**config.mk**
```make
export PLATFORM = sky130hd
export DESIGN_NAME = change_dispenser_flat
export DESIGN_NICKNAME = d
export VERILOG_FILES = /design/src/rtl/change_dispenser_if.sv /design/src/rtl/change_dispenser.sv /design/src/flat_wrapper.sv
export SDC_FILE = /design/constraint.sdc
export NUM_CORES = 1
export LEC_CHECK = 0
export CORE_ASPECT_RATIO = 1.5
export CORE_MARGIN = 5
export CORE_UTILIZATION = 54
export DETAILED_ROUTE_END_ITERATION = 16
export GPL_TIMING_DRIVEN = 1
export PLACE_DENSITY = 0.91
export SETUP_SLACK_MARGIN = 0.15
export SLEW_MARGIN = 15
export SYNTH_ARGS = -nofsm -noshare
export SYNTH_HDL_FRONTEND = slang
export SYNTH_SLANG_ARGS = --single-unit
```
**constraint.sdc**
```tcl
create_clock -name sys_clk -period 2.7 [get_ports sys_clk]
set_input_delay 0.54 -clock sys_clk [delete_from_list [all_inputs] [get_ports sys_clk]]
set_output_delay 0.54 -clock sys_clk [all_outputs]
set_load 0.005 [all_outputs]
```
**src/rtl/change_dispenser_if.sv**
```systemverilog
// Handshake/status bundle between the vending controller and the change dispenser.
// The abort input exists only when CHANGE_ABORT_EN is defined.
interface change_dispenser_if;
  logic       start;
  logic [7:0] change_money;
`ifdef CHANGE_ABORT_EN
  logic       abort;
`endif
  logic       busy;
  logic       done;
  logic       out_fifty;
  logic       out_twenty;
  logic       out_ten;
  logic       out_five;
  logic       out_one;
  logic [7:0] remain_money;
  logic [3:0] coin_count;
  logic [1:0] state_out;

  modport master (
`ifdef CHANGE_ABORT_EN
    output abort,
`endif
    output start, change_money,
    input  busy, done, out_fifty, out_twenty, out_ten, out_five, out_one,
    input  remain_money, coin_count, state_out
  );

  modport slave (
`ifdef CHANGE_ABORT_EN
    input  abort,
`endif
    input  start, change_money,
    output busy, done, out_fifty, out_twenty, out_ten, out_five, out_one,
    output remain_money, coin_count, state_out
  );
endinterface

```
**src/rtl/change_dispenser.sv**
```systemverilog
// Greedy change dispenser: one coin/note pulse per SELECT, PULSE_GAP idle cycles between pulses.
// Optional CHANGE_ABORT_EN adds an abort input that ends a transaction early.
module change_dispenser #(
  parameter int unsigned PULSE_GAP = 4
) (
  input  logic               sys_clk,
  input  logic               sys_rst_n,
  change_dispenser_if.slave  bus
);

  typedef enum logic [1:0] {
    S_IDLE   = 2'd0,
    S_SELECT = 2'd1,
    S_GAP    = 2'd2
  } state_e;

  localparam logic [3:0] GAP_LOAD = PULSE_GAP[3:0];

  state_e      state_q, state_d;
  logic [3:0]  gap_q, gap_d;
  logic [7:0]  remain_q, remain_d;
  logic [3:0]  coin_q, coin_d;
  logic        busy_q, busy_d;
  logic        done_q, done_d;
  logic [4:0]  out_q, out_d;   // {fifty, twenty, ten, five, one}
  logic        abort_s;

`ifdef CHANGE_ABORT_EN
  assign abort_s = bus.abort;
`else
  assign abort_s = 1'b0;
`endif

  always_comb begin
    state_d  = state_q;
    gap_d    = gap_q;
    remain_d = remain_q;
    coin_d   = coin_q;
    busy_d   = busy_q;
    done_d   = 1'b0;
    out_d    = 5'b00000;
    case (state_q)
      S_IDLE: begin
        if (bus.start) begin
          remain_d = bus.change_money;
          coin_d   = 4'd0;
          busy_d   = 1'b1;
          state_d  = S_SELECT;
        end else begin
          state_d  = S_IDLE;
        end
      end
      S_SELECT: begin
        if (abort_s || (remain_q == 8'd0)) begin
          done_d  = 1'b1;
          busy_d  = 1'b0;
          gap_d   = 4'd0;
          state_d = S_IDLE;
        end else begin
          // Largest denomination not exceeding the remainder, so no underflow.
          if (remain_q >= 8'd50) begin
            out_d    = 5'b10000;
            remain_d = remain_q - 8'd50;
          end else if (remain_q >= 8'd20) begin
            out_d    = 5'b01000;
            remain_d = remain_q - 8'd20;
          end else if (remain_q >= 8'd10) begin
            out_d    = 5'b00100;
            remain_d = remain_q - 8'd10;
          end else if (remain_q >= 8'd5) begin
            out_d    = 5'b00010;
            remain_d = remain_q - 8'd5;
          end else begin
            out_d    = 5'b00001;
            remain_d = remain_q - 8'd1;
          end
          coin_d  = coin_q + 4'd1;
          gap_d   = GAP_LOAD;
          state_d = S_GAP;
        end
      end
      S_GAP: begin
        if (abort_s) begin
          done_d  = 1'b1;
          busy_d  = 1'b0;
          gap_d   = 4'd0;
          state_d = S_IDLE;
        end else if (gap_q <= 4'd1) begin
          gap_d   = 4'd0;
          state_d = S_SELECT;
        end else begin
          gap_d   = gap_q - 4'd1;
          state_d = S_GAP;
        end
      end
      default: begin
        busy_d  = 1'b0;
        gap_d   = 4'd0;
        state_d = S_IDLE;
      end
    endcase
  end

  // State and registered outputs; reset is asynchronous and active high.
  always_ff @(posedge sys_clk or posedge sys_rst_n) begin
    if (sys_rst_n) begin
      state_q  <= S_IDLE;
      gap_q    <= 4'd0;
      remain_q <= 8'd0;
      coin_q   <= 4'd0;
      busy_q   <= 1'b0;
      done_q   <= 1'b0;
      out_q    <= 5'b00000;
    end else begin
      state_q  <= state_d;
      gap_q    <= gap_d;
      remain_q <= remain_d;
      coin_q   <= coin_d;
      busy_q   <= busy_d;
      done_q   <= done_d;
      out_q    <= out_d;
    end
  end

  assign bus.busy         = busy_q;
  assign bus.done         = done_q;
  assign bus.out_fifty    = out_q[4];
  assign bus.out_twenty   = out_q[3];
  assign bus.out_ten      = out_q[2];
  assign bus.out_five     = out_q[1];
  assign bus.out_one      = out_q[0];
  assign bus.remain_money = remain_q;
  assign bus.coin_count   = coin_q;
  assign bus.state_out    = state_q;

endmodule
```
**src/flat_wrapper.sv**
```systemverilog
// flat-port wrapper written by rule: the top's interface ports become plain ports
module change_dispenser_flat 
#(
  parameter int unsigned PULSE_GAP = 4
)
  (sys_clk, sys_rst_n, bus_start, bus_change_money, bus_busy, bus_done, bus_out_fifty, bus_out_twenty, bus_out_ten, bus_out_five, bus_out_one, bus_remain_money, bus_coin_count, bus_state_out);
  change_dispenser_if bus_i ();
  input  logic sys_clk;
  input  logic sys_rst_n;
  input wire logic [$bits(bus_i.start)-1:0] bus_start;
  input wire logic [$bits(bus_i.change_money)-1:0] bus_change_money;
  output wire logic [$bits(bus_i.busy)-1:0] bus_busy;
  output wire logic [$bits(bus_i.done)-1:0] bus_done;
  output wire logic [$bits(bus_i.out_fifty)-1:0] bus_out_fifty;
  output wire logic [$bits(bus_i.out_twenty)-1:0] bus_out_twenty;
  output wire logic [$bits(bus_i.out_ten)-1:0] bus_out_ten;
  output wire logic [$bits(bus_i.out_five)-1:0] bus_out_five;
  output wire logic [$bits(bus_i.out_one)-1:0] bus_out_one;
  output wire logic [$bits(bus_i.remain_money)-1:0] bus_remain_money;
  output wire logic [$bits(bus_i.coin_count)-1:0] bus_coin_count;
  output wire logic [$bits(bus_i.state_out)-1:0] bus_state_out;
  assign bus_i.start = bus_start;
  assign bus_i.change_money = bus_change_money;
  assign bus_busy = bus_i.busy;
  assign bus_done = bus_i.done;
  assign bus_out_fifty = bus_i.out_fifty;
  assign bus_out_twenty = bus_i.out_twenty;
  assign bus_out_ten = bus_i.out_ten;
  assign bus_out_five = bus_i.out_five;
  assign bus_out_one = bus_i.out_one;
  assign bus_remain_money = bus_i.remain_money;
  assign bus_coin_count = bus_i.coin_count;
  assign bus_state_out = bus_i.state_out;
  change_dispenser #(.PULSE_GAP(PULSE_GAP)) u_core (.sys_clk(sys_clk), .sys_rst_n(sys_rst_n), .bus(bus_i));
endmodule
```
==> flow_summary.ini, run 1 <==
[grt]
first_global_vias = 2118
grt_pass1_wl_mm = 9.54
grt-ovfl-total = 0
grt_use_total = 0.231
antenna_found_initial = 0
grt_start_max_net_pins = 26

[yosys]
synth_top_area_cell = dfrtp_1
synth_top_family_by_area = simple AND/OR/NAND/NOR gates
synth_nets = 290
ys_seq_area_frac = 0.300
ys_top_cells_by_area = dfrtp_1 30%, ha_1 12%, a21oi_1 5.3%, o21ai_0 4.8%, nand2_1 4.5%
yosysWarningCount = 0
ys.flop_type = dfrtp_1
synth_compound_area_frac = 0.233
muxShareOfSynthArea = 0.0198
synthAdderAreaFrac = 0.120
synth_top_area_frac = 0.300
synth_area_um2 = 2090
async_reset_ff_frac = 1.00
synthCells = 259
syn_avg_cell_area_um2 = 8.06
synth_edf_count = 0
ys_ff_latch = 25
synthXorXnorAreaFrac = 0.0126
yosysUniqueCellTypes = 54
synth-simple-area-share = 0.249

[routing]
drtIter0Drc = 118
first_pass_iters = 4
wl_mm = 5.65
drtAntennaViolNets = 0
top_layer = met4
dr_wl_met3_um = 282
wl_met1_mm = 2.07
viasPerCell = 6.29
dr_total_vias = 2113
wl_per_cell_um = 16.8
drc = 0
routed-wl-met2_mm = 3.11

[min_path]
hold_path_depth = 2
whs_endpoint = u_core.gap_q[1]
min_from = u_core.gap_q[1]
min_path_type = reg2reg

[flow_run]
cap_violations = 0

[power]
swShare = 0.397
power.switching_uw = 530
pwr-share-seq = 0.349
pwr-share-comb = 0.485
p_leak_nw = 1.07
p_int_uw = 805
clock_power_share = 0.166
pwr_density_cell_nw_per_um2 = 520
ir_drop_uv = 290

[worst_setup_path]
worst_setup_path_start_kind = flip-flop
worst_path_max_delay_cell = or4_1
r2r_setup_slack_ps = 330
cp.depth = 8
critPathBufInv = 1
r2r_cells = 8
cpLargestDelayFamily = simple AND/OR/NAND/NOR gates
cp_max_fo = 7
cp-startpoint = u_core.bus.remain_money[2]
r2r-start = u_core.bus.remain_money[2]
path_cells = inv_2, ha_2, a21boi_4, a21oi_1, nand2b_2, or4_1, a31o_1, a32oi_1
worstReg2RegEnd = u_core.bus.remain_money[3]
required_ps = 2890
cp_data_arrival_time_ps = 2570
max_stage_delay_ps = 530
end_kind = flip-flop
path_class = reg2reg

[placed_design]
place_area_um2 = 2480
numPortBuffers = 31
detailed_place_hpwl_mm = 4.33
routabilityCongestion = 0.960
place_ws_ps = 249

[finish]
finish.utilization = 0.691
nets = 325
layout-drive-gt1-share = 0.109
diodes = 0
syn_to_final_growth_pct = 23.1
final_area_um2 = 2570

[die]
design.die.area_um2 = 5230
coreArea_um2 = 3720
io_pins = 32
rows = 27
fp.dieH_um = 86.1
start_util = 0.562
die_width_um = 60.8

[sta]
rsz0062_at_grt = false
worst_hold_slack_ps = 525
relSlewSlack = 0.639
fin_crit_ps = 2370
fin_ws_ps = 327
setup_viol = 0
slew_violations = 0
worst_pin_slew_ps = 541
finalHoldViolations = 0
clock_skew_ps = 5.41
fmax_mhz = 421
setup_tns_ps = 0
fin_crit_sh = 0.879

[clock_tree]
cts.sinks = 25
clk_latency_ps = 270
htree_levels = 1
cts.clk_slew.worst_paths_ps = 90
cts_buffers = 3
cts_tree = yes
clk_path_buf_depth = 2
root_buffer = clkbuf_8

[status]
status = complete, no violations
-- how the worst max path moves through the flow --
stage                                      end
floorplan           u_core.bus.remain_money[4]
global placement    u_core.bus.remain_money[4]
detailed placement  u_core.bus.remain_money[2]
CTS                 u_core.bus.remain_money[4]
global route        u_core.bus.remain_money[0]
finish              u_core.bus.remain_money[3]
-- cell usage after synthesis, types with 2 or more instances --
library cell,instances
nand4b_1,2
buf_4,3
a211oi_1,3
a22oi_1,2
nor3_1,13
dfrtp_1,25
inv_1,17
or3_1,6
nand3_1,5
a21oi_1,22
nand2_1,25
nor4_1,2
nor2b_1,4
mux2i_1,3
xnor2_1,2
nor2_1,22
a31oi_1,6
o31ai_1,3
nand3b_1,2
clkbuf_1,12
o21ai_0,20
ha_1,20
and2_1,3
o211ai_1,5
nand2b_1,3
-- metrics by stage --
stage / total power [mW] / std cells
finish: 1.34 / 336
global route: 1.43 / 336
CTS: 1.31 / 335
detailed placement: 1.09 / 331
global placement: 1.07 / 331
floorplan: 0.864 / 259
-- routing by layer --
metal  global-route usage  vias to the layer above
li1                     -                     1000
met1                0.279                     1000
met2                0.400                       92
met3               0.0120                       21
met4                0.114                        0
met5                    0                        -
-- flip-flops by register name, indices dropped and copies added, names as in the netlist --
name and count:
u_core.bus.busy 1, u_core.bus.coin_count 4, u_core.bus.done 1, u_core.bus.remain_money 8, u_core.bus.state_out 2, u_core.gap_q 4, u_core.out_q 5
-- worst min-delay path: cells and delay by family (launching register included) --
family             cells  cell delay [ps]
AOI/OAI and AO/OA      1               60
DFF                    1              380
and+or+nand+nor        1               60
-- power by group through the flow --
| stage | clock [mW] | sequential [mW] | combinational, mW |
|---|---|---|---|
| global route | 0.242 | 0.472 | 0.718 |
| global placement | 0 | 0.467 | 0.601 |
| finish | 0.222 | 0.465 | 0.648 |
| CTS | 0.227 | 0.462 | 0.620 |
| detailed placement | 0 | 0.469 | 0.617 |
| floorplan | 0 | 0.454 | 0.410 |
-- cell type report --
cell class	instances	area [µm²]
clock buffers	3	41.3
flip-flops and latches	25	627
inverters	17	63.8
repair buffers	46	423
well taps	43	53.8
fillers	310	1150
clock inverters	1	5.00
multi-input cells	201	1360
-- what timing repair did --
item                                    CTS  global route
gates resized for setup                   0             9
endpoints found under the setup margin    0             6
setup buffers                             0             1
hold buffers                              0             0
-- placed cells by master, fill, tap and decap left out, drive strengths merged, types with 2 or more instances in the layout --
master         instances
a2111oi                2
a211oi                 3
a21boi                 2
a21oi                 22
a22oi                  2
a31oi                  6
and2                   3
buf                   15
clkbuf                 3
clkdlybuf4s50         31
dfrtp                 25
ha                    20
inv                   17
mux2i                  3
nand2                 25
nand2b                 3
nand3                  5
nand3b                 2
nand4b                 2
nor2                  22
nor2b                  4
nor3                  13
nor4                   3
o211ai                 5
o21ai                 21
o31ai                  3
or3                    6
xnor2                  2
-- cells by family (layout without fill, tap and decap cells) --
logic type | count (synthesis) | count (layout)
and+or+nand+nor | 97 | 97
adders and majority gates | 20 | 20
muxes | 4 | 4
buffers and inverters | 33 | 67
DFF | 25 | 25
xor gates and xnor gates | 3 | 3
AOI/OAI and AO/OA | 77 | 77
(Power assumes the default switching activity.)
==> run 2, diff against run 1 <==
Settings changed: CORE_MARGIN 5 to 4.
==> flow_summary.ini, run 2 (same netlist as run 1, synthesis figures left out) <==
[power]
p_int_uw = 803
swShare = 0.401
pwr_density_cell_nw_per_um2 = 523
pwr-share-comb = 0.477
ir_drop_uv = 293
p_leak_nw = 1.07
total_power_mw = 1.34
clock_power_share = 0.170
pwr-share-seq = 0.353
power.switching_uw = 539

[sta]
fin_crit_ps = 2430
slew_violations = 0
worst_pin_slew_ps = 494
fmax_mhz = 411
finalHoldViolations = 0
setup_viol = 0
fin_crit_sh = 0.901
rsz0062_at_grt = true
worst_hold_slack_ps = 525
relSlewSlack = 0.666
clock_skew_ps = 4.07
setup_tns_ps = 0

[clock_tree]
htree_levels = 1
cts.sinks = 25
post_cts_buffers = 0
ctsHoldBuffers = 0
clk_latency_ps = 280
postCtsResizedCells = 0
cts_buffers = 3
cts_tree = yes
root_buffer = clkbuf_8
clk_path_buf_depth = 2
cts.clk_slew.worst_paths_ps = 90

[die]
die_width_um = 58.8
io_pins = 32
fp.dieH_um = 84.1
design.die.area_um2 = 4940
start_util = 0.562
coreArea_um2 = 3720
rows = 27

[worst_setup_path]
required_ps = 2900
cp_max_fo = 8
path_class = reg2reg
end_kind = flip-flop
cp_data_arrival_time_ps = 2630
worst_setup_path_start_kind = flip-flop

[routing]
wl_mm = 5.83
drtAntennaViolNets = 0
drc = 0
dr_total_vias = 2100
wl_per_cell_um = 17.4
viasPerCell = 6.27
first_pass_iters = 4
drtIter0Drc = 137

[finish]
syn_to_final_growth_pct = 22.8
nets = 324
largest_reg_flops = 8
mostFrequentLayoutCell = clkdlybuf4s50_1
finish.utilization = 0.690
diodes = 0
num-fill-cells = 324
layout-drive-gt1-share = 0.106
final_cell_mix = 31 x clkdlybuf4s50_1, 24 x nand2_1, 24 x dfrtp_1, 22 x a21oi_1, 22 x nor2_1

[grt]
first_global_vias = 2101
antenna_found_initial = 0
grt_use_total = 0.250
grt-ovfl-total = 0
grt_start_max_net_pins = 26
grt_pass1_wl_mm = 9.81

[placed_design]
routabilityCongestion = 0.985
numPortBuffers = 31
detailed_place_hpwl_mm = 4.40

[flow_run]
cap_violations = 0

[min_path]
min_path_type = reg2reg

[status]
status = complete, no violations
-- run 2: cell types whose count changed in the layout (fill, tap and decap cells not counted) --
cell      previous run  this run
inv_2                2         1
o311ai_1             1         0
nand2_2              0         1
buf_4               15        14
o311ai_0             0         1
inv_1               15        16
nand2_1             25        24
-- run 2: layout make-up --
class | instances | area, µm² | area share
Sequential cell | 25 | 627 | 0.245
Inverter | 17 | 63.8 | 0.0249
Timing Repair Buffer | 45 | 415 | 0.162
Multi-Input combinational cell | 201 | 1360 | 0.530
Clock inverter | 1 | 5.00 | 0.00195
Clock buffer | 3 | 41.3 | 0.0161
Tap cell | 43 | 53.8 | 0.0210
-- run 2: path summary, 6_finish.rpt --
| check | to | slack, ps | startpoint | cells past startpoint |
|---|---|---|---|---|
| min in group asynchronous | u_core.bus.state_out[0] | 610 | sys_rst_n | 3 |
| max in group asynchronous | u_core.bus.remain_money[1] | 1830 | sys_rst_n | 3 |
| hold reg to reg | u_core.gap_q[1] | 520 | u_core.gap_q[1] | 2 |
| setup / recovery | u_core.bus.remain_money[3] | 270 | u_core.bus.remain_money[3] | 8 |
| hold / removal | u_core.gap_q[1] | 520 | u_core.gap_q[1] | 2 |
| setup reg to reg | u_core.bus.remain_money[3] | 270 | u_core.bus.remain_money[3] | 8 |
-- run 2: metal layers --
metal | GRT usage | part of all wire | vias up
li1 | - | - | 997
met1 | 0.282 | 0.38 | 1024
met2 | 0.443 | 0.56 | 66
met3 | 0.0338 | 0.035 | 13
met4 | 0.126 | 0.025 | 0
met5 | 0 | 0 | -
-- run 2: through the flow --
step                      cells  setup WS (ps)  instance area, µm²
after CTS                   335            221                2530
after floorplan             259            306                2090
after global placement      331            323                2480
after detailed placement    331            236                2480
after global routing        335            121                2560
final                       335            268                2560
-- run 2: power groups by stage --
stage	clock (mW)	combinational (mW)	sequential, mW
finish	0.229	0.640	0.473
global route	0.248	0.705	0.480
CTS	0.228	0.614	0.470
detailed placement	0	0.607	0.478
global placement	0	0.592	0.476
floorplan	0	0.410	0.454
-- run 2: critical path: stages (launching register included) --
cell      delay [ps]
dfrtp_1          390
inv_1            190
ha_2             280
a21boi_4         250
a21oi_1          120
nand2b_2         260
or4_1            530
a31o_1           200
a32oi_1          130
